==> src/rtl/mpu_clock_gate_pkg.sv <==
// Shared definitions for the MPU clock path: FSM state encoding and the
// divider phase length, so the divider and the gate agree on timing.
package mpu_clock_gate_pkg;

    // clk cycles per mpu_clk phase (50 MHz / 1 MHz / 2)
    localparam int MPU_HALF_PERIOD = 25;

    typedef enum logic [1:0] {
        ST_STOPPED = 2'd0,
        ST_RUN     = 2'd1,
        ST_STEP    = 2'd2
    } gate_state_t;

endpackage

==> src/rtl/mpu_clock_gate_edge_detect.sv <==
// Rise/fall pulse generator: registers the previous level of a signal that is
// already synchronous to clk and flags 0->1 / 1->0 transitions in the cycle
// the new level is presented.
module mpu_clock_gate_edge_detect (
    input  logic clk,
    input  logic rst,
    input  logic sig_i,
    output logic rise_o,
    output logic fall_o
);

    logic sig_d;
    logic sig_q;

    // Next history value is simply the current input level
    always_comb begin
        sig_d = sig_i;
    end

    // History register for the monitored signal
    always_ff @(posedge clk or posedge rst) begin
        if (rst) begin
            sig_q <= 1'b0;
        end else begin
            sig_q <= sig_d;
        end
    end

    assign rise_o = sig_i & ~sig_q;
    assign fall_o = ~sig_i & sig_q;

endmodule

==> src/rtl/mpu_clock_gate.sv <==
// Gated phi2 generator for the 6502. Follows the free-running divided clock
// one clk late while running or single-stepping, parks phi2 HIGH when
// stopped, and provides edge/sample strobes plus a rising-edge counter.
module mpu_clock_gate
    import mpu_clock_gate_pkg::*;
#(
    parameter int HALF_PERIOD = MPU_HALF_PERIOD,
    parameter int SAMPLE_DLY  = 20,
    parameter int CNT_W       = 32
) (
    input  logic             clk,
    input  logic             rst,
    input  logic             mpu_clk_in,
    input  logic             run_en,
    input  logic             step_press,
    output logic             phi2_out,
    output logic             phi2_rise,
    output logic             phi2_fall,
    output logic             sample_stb,
    output logic             running,
    output logic [CNT_W-1:0] cycle_cnt
);

    localparam int TW = $clog2(HALF_PERIOD + 1);

    logic in_rise_s;
    logic in_fall_s;
    logic step_rise_s;
    logic step_fall_unused_s;

    gate_state_t      state_d, state_q;
    logic             phi2_d, phi2_q;
    logic             rise_d, rise_q;
    logic             fall_d, fall_q;
    logic             stb_d, stb_q;
    logic             running_d, running_q;
    logic             step_pend_d, step_pend_q;
    logic [TW-1:0]    timer_d, timer_q;
    logic [CNT_W-1:0] cnt_d, cnt_q;

    mpu_clock_gate_edge_detect u_clk_edge (
        .clk    (clk),
        .rst    (rst),
        .sig_i  (mpu_clk_in),
        .rise_o (in_rise_s),
        .fall_o (in_fall_s)
    );

    mpu_clock_gate_edge_detect u_step_edge (
        .clk    (clk),
        .rst    (rst),
        .sig_i  (step_press),
        .rise_o (step_rise_s),
        .fall_o (step_fall_unused_s)
    );

    // FSM next state and gated clock level; transitions only on input clock edges
    always_comb begin
        state_d = state_q;
        phi2_d  = phi2_q;
        case (state_q)
            ST_STOPPED: begin
                phi2_d = 1'b1;
                if (in_fall_s) begin
                    if (run_en) begin
                        state_d = ST_RUN;
                        phi2_d  = 1'b0;
                    end else if (step_pend_q) begin
                        state_d = ST_STEP;
                        phi2_d  = 1'b0;
                    end else begin
                        state_d = ST_STOPPED;
                    end
                end else begin
                    state_d = ST_STOPPED;
                end
            end
            ST_RUN: begin
                // the stopping rise still propagates so phi2 parks high
                phi2_d = mpu_clk_in;
                if (in_rise_s && !run_en) begin
                    state_d = ST_STOPPED;
                end else begin
                    state_d = ST_RUN;
                end
            end
            ST_STEP: begin
                // one low phase plus the closing rise, then park
                phi2_d = mpu_clk_in;
                if (in_rise_s) begin
                    state_d = ST_STOPPED;
                end else begin
                    state_d = ST_STEP;
                end
            end
            default: begin
                state_d = ST_STOPPED;
                phi2_d  = 1'b1;
            end
        endcase
    end

    // Step request latch: armed only while stopped, consumed on entering STEP
    always_comb begin
        step_pend_d = step_pend_q;
        if ((state_d == ST_STEP) && (state_q != ST_STEP)) begin
            step_pend_d = 1'b0;
        end else if ((state_q == ST_STOPPED) && step_rise_s) begin
            step_pend_d = 1'b1;
        end else begin
            step_pend_d = step_pend_q;
        end
    end

    // Edge strobes, sample timer, cycle counter and running flag
    always_comb begin
        rise_d    = phi2_d & ~phi2_q;
        fall_d    = ~phi2_d & phi2_q;
        running_d = (state_d == ST_RUN);
        stb_d     = 1'b0;
        timer_d   = timer_q;
        cnt_d     = cnt_q;
        if (rise_d) begin
            timer_d = {TW{1'b0}};
            cnt_d   = cnt_q + CNT_W'(1);
        end else begin
            stb_d = (timer_q == TW'(SAMPLE_DLY - 1));
            if (timer_q < TW'(SAMPLE_DLY)) begin
                timer_d = timer_q + TW'(1);
            end else begin
                timer_d = timer_q;
            end
        end
    end

    // State and output registers; reset parks phi2 high with the timer saturated
    always_ff @(posedge clk or posedge rst) begin
        if (rst) begin
            state_q     <= ST_STOPPED;
            phi2_q      <= 1'b1;
            rise_q      <= 1'b0;
            fall_q      <= 1'b0;
            stb_q       <= 1'b0;
            running_q   <= 1'b0;
            step_pend_q <= 1'b0;
            timer_q     <= TW'(SAMPLE_DLY);
            cnt_q       <= {CNT_W{1'b0}};
        end else begin
            state_q     <= state_d;
            phi2_q      <= phi2_d;
            rise_q      <= rise_d;
            fall_q      <= fall_d;
            stb_q       <= stb_d;
            running_q   <= running_d;
            step_pend_q <= step_pend_d;
            timer_q     <= timer_d;
            cnt_q       <= cnt_d;
        end
    end

    assign phi2_out   = phi2_q;
    assign phi2_rise  = rise_q;
    assign phi2_fall  = fall_q;
    assign sample_stb = stb_q;
    assign running    = running_q;
    assign cycle_cnt  = cnt_q;

endmodule

==> config.mk <==
export PLATFORM = sky130hd
export DESIGN_NAME = mpu_clock_gate
export DESIGN_NICKNAME = d
export VERILOG_FILES = /design/src/rtl/mpu_clock_gate_pkg.sv /design/src/rtl/mpu_clock_gate_edge_detect.sv /design/src/rtl/mpu_clock_gate.sv
export SDC_FILE = /design/constraint.sdc
export NUM_CORES = 1
export LEC_CHECK = 0
export ABC_CLOCK_PERIOD_IN_PS = 2200
export BUFFER_PORTS_ARGS = -buffer_cell sky130_fd_sc_hd__buf_4
export CORE_ASPECT_RATIO = 1.4
export CORE_UTILIZATION = 57
export CTS_BUF_LIST = sky130_fd_sc_hd__clkbuf_8
export CTS_CLUSTER_SIZE = 16
export DETAILED_ROUTE_END_ITERATION = 12
export PLACE_DENSITY = 0.82
export SYNTH_ARGS = -nofsm -noshare
export SYNTH_HDL_FRONTEND = slang
export SYNTH_SLANG_ARGS = --single-unit
export TNS_END_PERCENT = 5
==> constraint.sdc <==
create_clock -name clk -period 2.2 [get_ports clk]
set_input_delay 0.33 -clock clk [delete_from_list [all_inputs] [get_ports clk]]
set_output_delay 0.33 -clock clk [all_outputs]
set_load 0.005 [all_outputs]
# Word-level counts from Yosys, hierarchy flattened
# Cells that the tools add are included.
# Widths: inputs -> output; s select.
# op_classes
order_cmp,1
eq_ne,6
addsub,2
n_bitwise,10
n_reduce_logical,8
muxes,15
# op_table
operator,n
$add 32x1->32 const B,1
$mux 5,2
$mux 2,4
$mux 1,7
$pmux 2 s3,1
$add 5x1->5 const B,1
$and 1x1->1,5
$eq 5x5->1 const B,1
$lt 5x5->1 const B,1
$not 1->1,5
$eq 2x1->1 const B,2
$eq 2x2->1 const B,2
$reduce_bool 2->1,2
$logic_and 1x1->1,3
$logic_not 2->1,1
$ne 2x2->1 const B,1
$pmux 1 s2,1
$reduce_or 2->1,1
$logic_not 1->1,1
# totals
out_inout_bits,37
reg_bits,47

# Depth between registers and ports, before layout
# Gate-level depths: netlist (run 1).
# logic_depth
word_depth,8
ltp_mapped,7
ltp_nobuf,6

# By module
# From an unflattened synthesis (run 1), not the netlist that was laid out.
# hier_totals
hier_cells,193
area_unflattened_um2,2207.1
# modules_own_cells
module,n_inst,area_per_inst_um2,cells_each
mpu_clock_gate,1,2119.5,185
mpu_clock_gate_edge_detect,2,43.8,4

# Least setup slack after synthesis (run 1)
# Ideal clock, no wire load.
# synth_timing
kind,reg2reg
startpoint,register state_q[0]
endpoint,"register cnt_q[29], in the netlist cycle_cnt[29]"
period_less_slack_ps,1749
slack_ps,451
setup_time_ps,124
n_path_buf,0
path_stages_with_launch,7
t_arrival_ps,1625
path_cell_list,dfrtp_1 inv_1 ha_1 a21oi_2 a2111oi_4 nand4_1 xnor2_1
# synth_between
elab_chain_cells,4
# synth_rtl
element,line,rtl
start: declaration,mpu_clock_gate.sv:31,"gate_state_t state_d, state_q;"
start signal: assignment,mpu_clock_gate.sv:149,state_q <= state_d;
$eq 2x2->1 or $eq 2x1->1 (tied branches),mpu_clock_gate.sv:61,case (state_q)
$reduce_or 2->1 (no line),-,
$pmux 1 s2 (*),mpu_clock_gate.sv:61,
$and 1x1->1 (*),mpu_clock_gate.sv:117,rise_d = phi2_d & ~phi2_q;
end signal: assignment,mpu_clock_gate.sv:147,cnt_q <= {CNT_W{1'b0}};
end signal: assignment,mpu_clock_gate.sv:157,cnt_q <= cnt_d;
end: declaration,mpu_clock_gate.sv:39,"logic [CNT_W-1:0] cnt_d, cnt_q;"
# Every way passes the cells marked *; elsewhere a longest branch is shown, timed or not.
# A chain may end at the register's enable or synchronous reset.

# Worst setup path in the final report (run 1)
# Same ends and word-level chain as after synthesis.

==> run metrics, run 1 <==
reg2reg start=state_q[0]$_DFF_PP0_; Worst-path clk slew=0.09 ns; stages on the worst setup path=6; share of cells above drive strength 1=30.0%; FF/Latch Area=1180 µm²; Hold Vio Cnt, Final=6; Max clock buf depth=2; Die ar.=4000 µm²; violation count after the first detailed-route iteration=41; placed cell count=267; Crit Path Max Fanout=9; vias=1560; max incr delay on CP=0.63 ns; GRT overflow=0; I/O Buffers=41; final setup violating endpoints=0; CTS Buf Count=5; Initial Util=59.2%; worst IR drop on VDD=0.670 mV; number of H-tree levels=2; fin crit period=2.00 ns; diodes inserted=0; Worst Max-Slew Pin Slew=0.650 ns; Worst Hold Class=in2async; largest net degree at the start of global routing=20; CP Launch Type=register; Final period util=90.7%; CTS Sinks=47; Synth Register Bits=47; antenna-violating nets left=0; max-cap violations=0; DRC Markers=0; detailed-route wire length per cell=15.6 µm; R2R setup slack=0.20 ns; leak pwr=1.28 nW; post-CTS sizing=0; Crit path max-delay family=compound AO/OA/AOI/OAI gates; Post-synth EDFFs=0; clk_skew=0.00990 ns; final layout net count=243; Async S/R FF share, synth=100%; setup TNS=0 ns; Root Driver=clkbuf_8; Core Box Area=3610 µm²; initial antenna violation count=0; post-detail-place hpwl=2960 µm; ys flop type=dfrtp_1; net count after synthesis=194; Mapped Area=2140 µm²; sequential-to-total area share from yosys stat=55.2%; synth warn=0; Crit-path slowest cell=a2111oi_4; Post-Synthesis Cells=183; IO Pins=42; WHS=-0.00479 ns; CP Data Arrival Time=2.18 ns; post-synth cell types=37; CP Cell Sequence=inv_1 > ha_1 > a21oi_2 > a2111oi_4 > nand4_1 > xnor2_1; R2R Path End=cycle_cnt[29]$_DFFE_PP0N_; Worst Path Buf+Inv=1; WL final=4290 µm; worst skew pair latency=0.31 ns; CTS tree=yes; setup repair bufs after CTS=0; achievable frequency=0.501 GHz; area of the multi-input gates=931 µm²; Finished Layout Cells=275; GPL Wtd Cong=0.786; gr usage total=24.5%; Crit. End Element=register; commonest cells after routing, fill and taps aside=dfrtp_1, buf_4, xnor2_1; CP Launch Point=state_q[0]$_DFF_PP0_; die width=53.8 µm; worst reg2reg path depth=6; syn_area_per_cell=11.7 µm²; failing checks=negative hold slack; Vias/cell=5.67; Critical path destination=cycle_cnt[29]$_DFFE_PP0N_; Die Y=74.5 µm; CTS Hold Bufs=0; FILL cells=264; DRT Pass-1 Iters=4; pwr dens=947 nW/µm²; vias in the first global route=1494; Slew headroom=56.2%; # rows=26; outcome=finished, violations left; area grow syn2layout=23.9%; fin. max-slew vios=0; first-pass GRT wire length=6900 µm; Setup CP Type=reg2reg; required time of the critical path=2.39 ns; unrepaired setup endpoints after global routing=no
kinds of logic (layout without fill, tap and decap cells):
family	after synthesis	after routing	synth area share [%]
AOI/OAI and AO/OA	17	17	5.97
xor gates and xnor gates	33	33	13.5
adders and majority gates	6	6	3.51
buffers and inverters	7	57	1.29
DFF	47	47	55.2
muxes	2	2	0.995
and+or+nand+nor	71	71	19.5
stage by stage:
stage	cell area (µm²)	util, %	power [mW]	hold slack (ns)	setup slack [ns]
2_1_floorplan	2140	-	1.53	0.361	0.451
3_3_place_gp	2510	69.6	1.75	0.331	0.314
3_5_place_dp	2510	69.6	1.78	0.339	0.236
4_1_cts	2650	73.4	2.53	0.00237	0.189
5_1_grt	2650	73.4	2.65	0.0216	0.0525
6_report	2650	73.4	2.51	-0.00479	0.205
how the worst min path moves through the flow:
| stage | startpoint | endpoint | slack (ns) |
|---|---|---|---|
| after floorplan | mpu_clk_in | u_clk_edge.sig_q$_DFF_PP0_ | 0.36 |
| after global placement | rst | cycle_cnt[21]$_DFFE_PP0N_ | 0.33 |
| after detailed placement | rst | cycle_cnt[21]$_DFFE_PP0N_ | 0.34 |
| after CTS | rst | cycle_cnt[21]$_DFFE_PP0N_ | 0.002 |
| after global routing | rst | cycle_cnt[21]$_DFFE_PP0N_ | 0.02 |
| final | rst | state_q[1]$_DFF_PP0_ | -0.005 |
layout make-up:
cell class / instances / share of cell area (%)
Clock buffer: 5 / 2.60
Clock inverter: 3 / 2.55
Inverter: 5 / 0.709
Multi-Input combinational cell: 129 / 35.1
Sequential cell: 47 / 44.5
Tap cell: 42 / 1.98
Timing Repair Buffer: 44 / 12.5
state kept, by name, summed over array words and instances (netlist names):
| name | count |
|---|---|
| sample_stb | 1 |
| phi2_rise | 1 |
| step_pend_q | 1 |
| phi2_fall | 1 |
| timer_q | 5 |
| running | 1 |
| u_step_edge.sig_q | 1 |
| cycle_cnt | 32 |
| state_q | 2 |
| u_clk_edge.sig_q | 1 |
| phi2_out | 1 |
power breakdown:
group | switching [mW] | leakage [nW] | total (mW) | internal (mW)
clock network | 0.300 | 0.0644 | 0.753 | 0.453
registers | 0.144 | 0.616 | 1.17 | 1.03
logic | 0.298 | 0.596 | 0.586 | 0.288
total | 0.742 | 1.28 | 2.51 | 1.77
synth_stat cells (3+ instances only):
library cell | n | share of area [%]
dfrtp_1 | 44 | 51
xnor2_1 | 24 | 9.8
nand2_1 | 14 | 2.5
nand4_1 | 10 | 2.9
nor2_1 | 10 | 1.8
nand3_1 | 9 | 2.1
xor2_1 | 9 | 3.7
and3_1 | 6 | 1.8
ha_1 | 6 | 3.5
a21oi_1 | 5 | 1.2
inv_1 | 5 | 0.88
a31oi_1 | 3 | 0.88
and4_2 | 3 | 1.4
dfstp_2 | 3 | 3.7
nor4_1 | 3 | 0.88
o21ai_0 | 3 | 0.70
per-layer routing:
layer | part of all wire, % | vias up | GRT usage, %
met1 | 41 | 772 | 30.3
met4 | 2.4 | 0 | 13.2
li1 | - | 734 | -
met2 | 52 | 45 | 39.2
met3 | 4.5 | 9 | 5.32
met5 | 0 | - | 0
(Power assumes the default switching activity.)
==> run 2: changes to the inputs <==
PLACE_DENSITY = 0.9   (was 0.82)
==> run metrics, run 2 (synthesized netlist as in run 1, its figures left out) <==
Comb pwr share=26.1% (was 23.3%); Pint=1.53 mW (was 1.77 mW); Final period util=87.0% (was 90.7%); first-pass GRT wire length=6960 µm (was 6900 µm); FILL cells=261 (was 264); failing checks=design-rule violations (was negative hold slack); leak pwr=1.26 nW (was 1.28 nW); final layout net count=243 (unchanged); WL final=4190 µm (was 4290 µm); setup ws final=0.286 ns (was 0.205 ns); P_sw=0.723 mW (was 0.742 mW); Die Y=74.5 µm (unchanged); required time of the critical path=2.38 ns (was 2.39 ns); max incr delay on CP=0.39 ns (was 0.63 ns); worst skew pair latency=0.30 ns (was 0.31 ns); FF/Latch Area=1180 µm² (unchanged); share of cells above drive strength 1=28.8% (was 30.0%); GPL Wtd Cong=0.775 (was 0.786); vias=1563 (was 1560); CTS tree=yes (unchanged); commonest cells after routing, fill and taps aside=dfrtp_1, buf_4, xnor2_1 (unchanged); CTS Sinks=47 (unchanged); die width=53.8 µm (unchanged); violation count after the first detailed-route iteration=24 (was 41); CTS Hold Bufs=0 (unchanged); DRC Markers=1 (was 0); Switching Share=32.1% (was 29.6%); Clk pwr share=21.6% (was 30.0%); CTS Buf Count=5 (unchanged); worst IR drop on VDD=0.592 mV (was 0.670 mV); GRT overflow=0 (unchanged); diodes inserted=0 (unchanged); Reg power frac=52.3% (was 46.7%); post-placement setup slack=0.322 ns (was 0.236 ns); Max clock buf depth=2 (unchanged); detailed-route wire length per cell=15.2 µm (was 15.6 µm); achievable frequency=0.522 GHz (was 0.501 GHz); Root Driver=clkbuf_8 (unchanged); design area=2590 µm² (was 2650 µm²); final setup violating endpoints=0 (unchanged); fin. max-slew vios=0 (unchanged); # rows=26 (unchanged); max reg flops=32 (unchanged); Core Box Area=3610 µm² (unchanged); placed cell count=267 (unchanged); CP Data Arrival Time=2.10 ns (was 2.18 ns); Crit. End Element=register (unchanged); area of the multi-input gates=931 µm² (unchanged); area grow syn2layout=21.3% (was 23.9%); number of H-tree levels=2 (unchanged); Crit-path slowest cell=dfrtp_1 (was a2111oi_4); Setup CP Type=reg2reg (unchanged); fin crit period=1.91 ns (was 2.00 ns); setup repair bufs after CTS=0 (unchanged); unrepaired setup endpoints after global routing=no (unchanged); Initial Util=59.2% (unchanged); post-detail-place hpwl=3030 µm (was 2960 µm); vias in the first global route=1522 (was 1494); I/O Buffers=41 (unchanged); dpl cell area=2510 µm² (unchanged); Die ar.=4000 µm² (unchanged); Worst-path clk slew=0.08 ns (was 0.09 ns); Hold Vio Cnt, Final=0 (was 6); post-CTS sizing=0 (unchanged); Worst Max-Slew Pin Slew=0.577 ns (was 0.650 ns); Crit Path Max Fanout=8 (was 9); Slew headroom=61.5% (was 56.2%); antenna-violating nets left=0 (unchanged); clk_skew=0.00296 ns (was 0.00990 ns); R2R setup slack=0.29 ns (was 0.20 ns); Vias/cell=5.68 (was 5.67); CP Cell Sequence=inv_1 > ha_1 > a21oi_2 > a21oi_1 > and4_2 > xor2_1 (was inv_1 > ha_1 > a21oi_2 > a2111oi_4 > nand4_1 > xnor2_1); Finished Layout Cells=275 (unchanged); outcome=finished, violations left (unchanged); IO Pins=42 (unchanged); initial antenna violation count=0 (unchanged); Worst Hold Class=in2reg (was in2async); gr usage total=24.3% (was 24.5%); pwr dens=869 nW/µm² (was 947 nW/µm²); max-cap violations=0 (unchanged); largest net degree at the start of global routing=48 (was 20); DRT Pass-1 Iters=11 (was 4); CP Launch Type=register (unchanged); setup TNS=0 ns (unchanged)
==> run 2: power by group through the flow <==
stage | registers, mW | clock network, mW | logic, mW
after floorplan | 1.17 | 0 | 0.361
after global placement | 1.18 | 0 | 0.559
after detailed placement | 1.19 | 0 | 0.595
after CTS | 1.18 | 0.497 | 0.596
after global routing | 1.20 | 0.541 | 0.658
final | 1.18 | 0.488 | 0.588
==> run 2: layout make-up <==
class / count / share of cell area, %
clock buffers: 5 / 2.65
flip-flops and latches: 47 / 45.5
multi-input cells: 129 / 35.9
inverters: 5 / 0.724
clock inverters: 3 / 0.482
repair buffers: 44 / 12.7
well taps: 42 / 2.03
==> run 2: worst paths after layout <==
kind | startpoint | to | cells past startpoint
setup reg to reg | state_q[0]$_DFF_PP0_ | cycle_cnt[8]$_DFFE_PP0N_ | 6
hold / removal | step_press | u_step_edge.sig_q$_DFF_PP0_ | 1
hold reg to reg | cycle_cnt[31]$_DFFE_PP0N_ | cycle_cnt[31]$_DFFE_PP0N_ | 1
max in group asynchronous | rst | running$_DFF_PP0_ | 3
min in group asynchronous | rst | cycle_cnt[30]$_DFFE_PP0N_ | 3
setup / recovery | state_q[0]$_DFF_PP0_ | cycle_cnt[8]$_DFFE_PP0N_ | 6
==> run 2: critical path: cells and delay by family, from the launching register on <==
kind,cells,cell delay [ns]
compound gates,2,0.59
flops,1,0.39
fa+ha+maj,1,0.32
simple gates,1,0.28
xor+xnor,1,0.14
buf+inv,1,0.08
==> run 2: layer usage <==
metal,share of wire (%),vias to the layer above,GRT usage [%]
met2,53,43,41.6
met3,4.2,8,5.52
met5,0,-,0
met4,1.7,0,10.2
li1,-,737,-
met1,41,775,28.6
==> run 2: stage by stage <==
| step | total power, mW | util [%] | hold slack, ns |
|---|---|---|---|
| detailed placement | 1.79 | 69.6 | 0.454 |
| global placement | 1.74 | 69.6 | 0.450 |
| finish | 2.25 | 71.8 | 0.150 |
| CTS | 2.27 | 71.8 | 0.142 |
| global route | 2.40 | 71.8 | 0.134 |
| floorplan | 1.53 | - | 0.361 |
